File: src/rtl/mult_pkg.sv
// Shared definitions for the shift-and-add multiplier: FSM state encoding and default width.
package mult_pkg;

  localparam int unsigned N_DEFAULT = 4;

  typedef enum logic [1:0] {
    IDLE  = 2'd0,
    ADD   = 2'd1,
    SHIFT = 2'd2,
    DONE  = 2'd3
  } state_t;

endpackage

File: src/rtl/shift_add_mult_control.sv
// Control FSM for the shift-and-add multiplier: sequences load, add, shift and result capture.
module shift_add_mult_control
  import mult_pkg::*;
#(
  parameter int unsigned CW = 3
) (
  input  logic          clk,
  input  logic          rst,
  input  logic          start,
  input  logic          q_lsb,
  input  logic [CW-1:0] count,
  output logic          load,
  output logic          add_en,
  output logic          shift,
  output logic          cap_product,
  output logic          busy,
  output logic          done
);

  state_t state, state_next;

  // State register with synchronous reset to IDLE.
  always_ff @(posedge clk) begin
    if (rst) state <= IDLE;
    else     state <= state_next;
  end

  // Next-state logic and decoded datapath strobes.
  always_comb begin
    state_next  = state;
    load        = 1'b0;
    add_en      = 1'b0;
    shift       = 1'b0;
    cap_product = 1'b0;
    busy        = 1'b0;
    done        = 1'b0;
    unique case (state)
      IDLE: begin
        if (start) begin
          load       = 1'b1;
          state_next = ADD;
        end
      end
      ADD: begin
        busy       = 1'b1;
        add_en     = q_lsb;
        state_next = SHIFT;
      end
      SHIFT: begin
        busy  = 1'b1;
        shift = 1'b1;
        if (count == CW'(1)) begin
          cap_product = 1'b1;
          state_next  = DONE;
        end else begin
          state_next = ADD;
        end
      end
      DONE: begin
        done       = 1'b1;
        state_next = IDLE;
      end
      default: state_next = IDLE;
    endcase
  end

endmodule

File: src/rtl/shift_add_mult.sv
// Sequential shift-and-add unsigned multiplier: datapath registers plus control FSM instance.
module shift_add_mult
  import mult_pkg::*;
#(
  parameter int unsigned N  = N_DEFAULT,
  parameter int unsigned CW = $clog2(N + 1)
) (
  input  logic            clk,
  input  logic            rst,
  input  logic            start,
  input  logic [N-1:0]    multiplicando,
  input  logic [N-1:0]    multiplicador,
  output logic [N:0]      regA,
  output logic [N-1:0]    regQ,
  output logic [CW-1:0]   count,
  output logic [2*N-1:0]  product,
  output logic            busy,
  output logic            done
);

  logic [N-1:0] m;
  logic         load;
  logic         add_en;
  logic         shift;
  logic         cap_product;

  shift_add_mult_control #(
    .CW(CW)
  ) u_control (
    .clk         (clk),
    .rst         (rst),
    .start       (start),
    .q_lsb       (regQ[0]),
    .count       (count),
    .load        (load),
    .add_en      (add_en),
    .shift       (shift),
    .cap_product (cap_product),
    .busy        (busy),
    .done        (done)
  );

  // Datapath registers: operand capture, conditional add, right shift and product capture.
  always_ff @(posedge clk) begin
    if (rst) begin
      regA    <= '0;
      regQ    <= '0;
      m       <= '0;
      count   <= '0;
      product <= '0;
    end else if (load) begin
      m     <= multiplicando;
      regQ  <= multiplicador;
      regA  <= '0;
      count <= CW'(N);
    end else if (add_en) begin
      regA <= {1'b0, regA[N-1:0]} + {1'b0, m};
    end else if (shift) begin
      {regA, regQ} <= {1'b0, regA, regQ[N-1:1]};
      count        <= count - CW'(1);
      // Low 2N bits of the post-shift {regA, regQ}; carry bit lands on top.
      if (cap_product) product <= {regA, regQ[N-1:1]};
    end
  end

endmodule

File: config.mk
export PLATFORM = sky130hd
export DESIGN_NAME = shift_add_mult
export DESIGN_NICKNAME = d
export VERILOG_FILES = /design/src/rtl/mult_pkg.sv /design/src/rtl/shift_add_mult_control.sv /design/src/rtl/shift_add_mult.sv
export SDC_FILE = /design/constraint.sdc
export NUM_CORES = 1
export LEC_CHECK = 0
export CORE_UTILIZATION = 43
export DETAILED_ROUTE_END_ITERATION = 16
export HOLD_SLACK_MARGIN = 0.06
export MAX_ROUTING_LAYER = met4
export PLACE_DENSITY = 0.81
export SLEW_MARGIN = 20
export SYNTH_ARGS = -nofsm -noshare
export SYNTH_HDL_FRONTEND = slang
export SYNTH_HIERARCHICAL = 1
export SYNTH_SLANG_ARGS = --single-unit
File: constraint.sdc
create_clock -name clk -period 1.6 [get_ports clk]
set_input_delay 0.24 -clock clk [delete_from_list [all_inputs] [get_ports clk]]
set_output_delay 0.24 -clock clk [all_outputs]
set_load 0.02 [all_outputs]
==> results.json <==
{
  "rsz0062_at_grt": "true",
  "crit_required_ns": 1.82,
  "min_period_over_period": 1.01,
  "nNetsFinal": 200,
  "grt_pass1_vias": 1038,
  "grt_max_degree": 20,
  "fin_ws_ns": -0.0199,
  "dr_total_vias": 1081,
  "drt-vias-per-instance": 5.22,
  "worstReg2RegEnd": "product[7]$_SDFFE_PP0P_",
  "seqPwrFrac": 0.506,
  "crit_start": "u_control/state[1]$_SDFFE_PP0P_",
  "place.detailed.hpwl_um": 2220,
  "yosysMostFrequentCell": "dfxtp_1",
  "syn-cell-area_mm2": 0.00131,
  "grt_use_total": 0.205,
  "netSwitchingFraction": 0.318,
  "cts_tree": "done",
  "ant_nets": 0,
  "tightestPinTransition_ns": 0.337,
  "root_buffer": "clkbuf_4",
  "syn_nets": 156,
  "worst-path-stages": 7,
  "comb_power_share": 0.305,
  "crit_path_start_kind": "register",
  "numCtsBuffers": 3,
  "grt_pass1_wl_um": 4960,
  "slew_viol_final": 0,
  "core_mm2": 0.00283,
  "finalSetupViolations": 1,
  "power_density_mw_per_mm2": 814,
  "clk_path_buf_depth": 2,
  "yosys_warnings": 6,
  "crit_type": "reg -> reg",
  "worstPathCellList": "buf_6 > ha_4 > and4bb_1 > and4bb_2 > buf_6 > mux2i_1 > nor2_1",
  "status": "complete, but fails checks",
  "crit_end": "product[7]$_SDFFE_PP0P_",
  "drv_cap": 0,
  "worstRegToRegCells": 7,
  "hold_path_class": "in -> reg",
  "power.leakage_nw": 0.775,
  "ys_types": 29,
  "io_pins": 33,
  "die_w_um": 57.2,
  "synth_commonest_cells": "dfxtp_1, nor2_1, mux2i_1",
  "r2r_slack_ns": -0.02,
  "slowest_stage": "dfxtp_4",
  "globalplace.congestion": 0.853,
  "utilization": 0.637,
  "ir_drop_mv": 0.484,
  "avgSynthCellArea_um2": 9.78,
  "cpPeakStageDelay_ns": 0.39,
  "power_mw": 1.47,
  "initial_utilization": 0.463,
  "post-route-min-period_ns": 1.62,
  "seq_area_frac_synth": 0.397,
  "area_growth_syn_to_layout_pct": 37.5,
  "fin_skew_ns": 0.0101,
  "synth_edf_count": 0,
  "cp_max_fo": 4,
  "clkPwrFrac": 0.189,
  "async_flop_share": 0,
  "portBuffers": 32,
  "htreeDepth": 1,
  "crit_buf_inv": 2,
  "netlist_instances": 134,
  "cts.sink_count": 26,
  "insertion_delay_ns": 0.32,
  "drt_wl_total_um": 2980,
  "antenna_found_initial": 0,
  "die-area_mm2": 0.00327,
  "end_kind": "register",
  "r2r_start": "u_control/state[1]$_SDFFE_PP0P_",
  "ys_seq_elements": 26,
  "dp_worst_setup_slack_ns": -0.246,
  "slew_headroom": 0.774,
  "finalHoldViolCount": 0,
  "power.switching_mw": 0.466,
  "synth_top_area_cell": "dfxtp_1",
  "p_int_mw": 1.00,
  "arrival_ns": 1.84,
  "fmax_mhz": 617,
  "path_common_cell": "buf_6",
  "route.detailed.drc": 2,
  "routedWlPerCell_um": 14.4,
  "drt_iter0_markers": 32,
  "first_pass_iters": 10,
  "synthFlopType": "dfxtp_1",
  "drive_above_1_share": 0.199,
  "failed_checks": "DRC, setup timing",
  "n_antenna_cell": 0,
  "cpLargestDelayFamily": "simple AND/OR/NAND/NOR gates",
  "yosys-top-cells-area": "dfxtp_1, mux2i_1, ha_1",
  "rows": 19,
  "die_y_um": 57.2,
  "path_clk_slew_ns": 0.14,
  "grt_overflow_total": 0,
  "synth_top_area_frac": 0.397
}
[placed cells by master, fill, tap and decap left out, drive strengths merged, types with 5 or more instances in the layout]
cell type and count:
dlygate4sd2 8, dfxtp 26, ha 10, buf 15, nor2 21, clkdlybuf4s50 18
a211oi 11, a21oi 5, nor2b 6, mux2i 17, inv 9
[metal layers]
layer  part of all wire  wire [um]  track usage  up-vias
met4              0.018         55       0.0941        0
met3              0.021         63       0.0204        4
met2               0.47       1410        0.314       22
met1               0.49       1450        0.275      512
met5                  0          0            -        -
li1                   -          -            -      543
[sequential cells by signal, indices dropped and copies added, names as in the netlist]
name / cells
u_control/state: 2
regA: 5
m: 4
count: 3
product: 8
regQ: 4
[power by group through the flow]
stage               Clock, mW  Combinational (mW)  Sequential [mW]
detailed placement          0               0.426            0.755
finish                  0.277               0.447            0.742
global placement            0               0.408            0.751
floorplan                   0               0.235            0.782
global route            0.318               0.484            0.749
CTS                     0.286               0.439            0.742
[tightest hold or removal path, delay by kind of cell]
| family | cells | cell delay, ns |
|---|---|---|
| buffers and inverters | 1 | 0.39 |
| AND/OR/NAND/NOR | 1 | 0.09 |
| AO/OA/AOI/OAI | 1 | 0.05 |
[worst min-delay path by stage]
stage                            startpoint                         endpoint  slack [ns]  cells past startpoint
floorplan                               rst  u_control/state[1]$_SDFFE_PP0P_        0.30                      1
global placement    product[4]$_SDFFE_PP0P_          product[4]$_SDFFE_PP0P_        0.47                      2
detailed placement  product[6]$_SDFFE_PP0P_          product[6]$_SDFFE_PP0P_        0.48                      2
CTS                        multiplicador[1]             regQ[1]$_SDFFE_PP0P_        0.47                      3
global route               multiplicador[1]             regQ[1]$_SDFFE_PP0P_        0.48                      3
finish                     multiplicador[1]             regQ[1]$_SDFFE_PP0P_        0.49                      3
[kinds of logic (layout without fill, tap and decap cells)]
family	after synthesis	count (layout)	synth area share
XOR/XNOR	3	3	0.0201
adder cells (fa/ha/maj)	11	11	0.111
flip-flops	26	26	0.397
multiplexers	18	18	0.138
AND/OR/NAND/NOR	39	39	0.160
buffers and inverters	18	60	0.0764
AO/OA/AOI/OAI	19	19	0.0965
[what timing repair did]
action / 4_1_cts / 5_1_grt
setup endpoints to repair: 24 / 19
pin swaps: 2 / 4
hold buffers: 0 / 0
buffers inserted: 2 / 1
gates resized for setup: 20 / 15
[through the flow]
| stage | instance area, um2 | hold slack, ns | std cells | TNS [ns] |
|---|---|---|---|---|
| final | 1800 | 0.485 | 207 | -0.0199 |
| after floorplan | 1320 | 0.302 | 134 | 0 |
| after detailed placement | 1700 | 0.484 | 201 | -1.73 |
| after global routing | 1800 | 0.484 | 207 | -0.557 |
| after CTS | 1770 | 0.472 | 206 | -0.158 |
| after global placement | 1700 | 0.470 | 201 | -1.06 |
[cell type report]
type	instances	area, um2
fillers	217	1030
multi-input cells	90	729
flip-flops and latches	26	528
repair buffers	47	439
inverters	10	43.8
well taps	31	38.8
clock buffers	3	22.5
No activity file was read; power rests on OpenSTA's default activity.
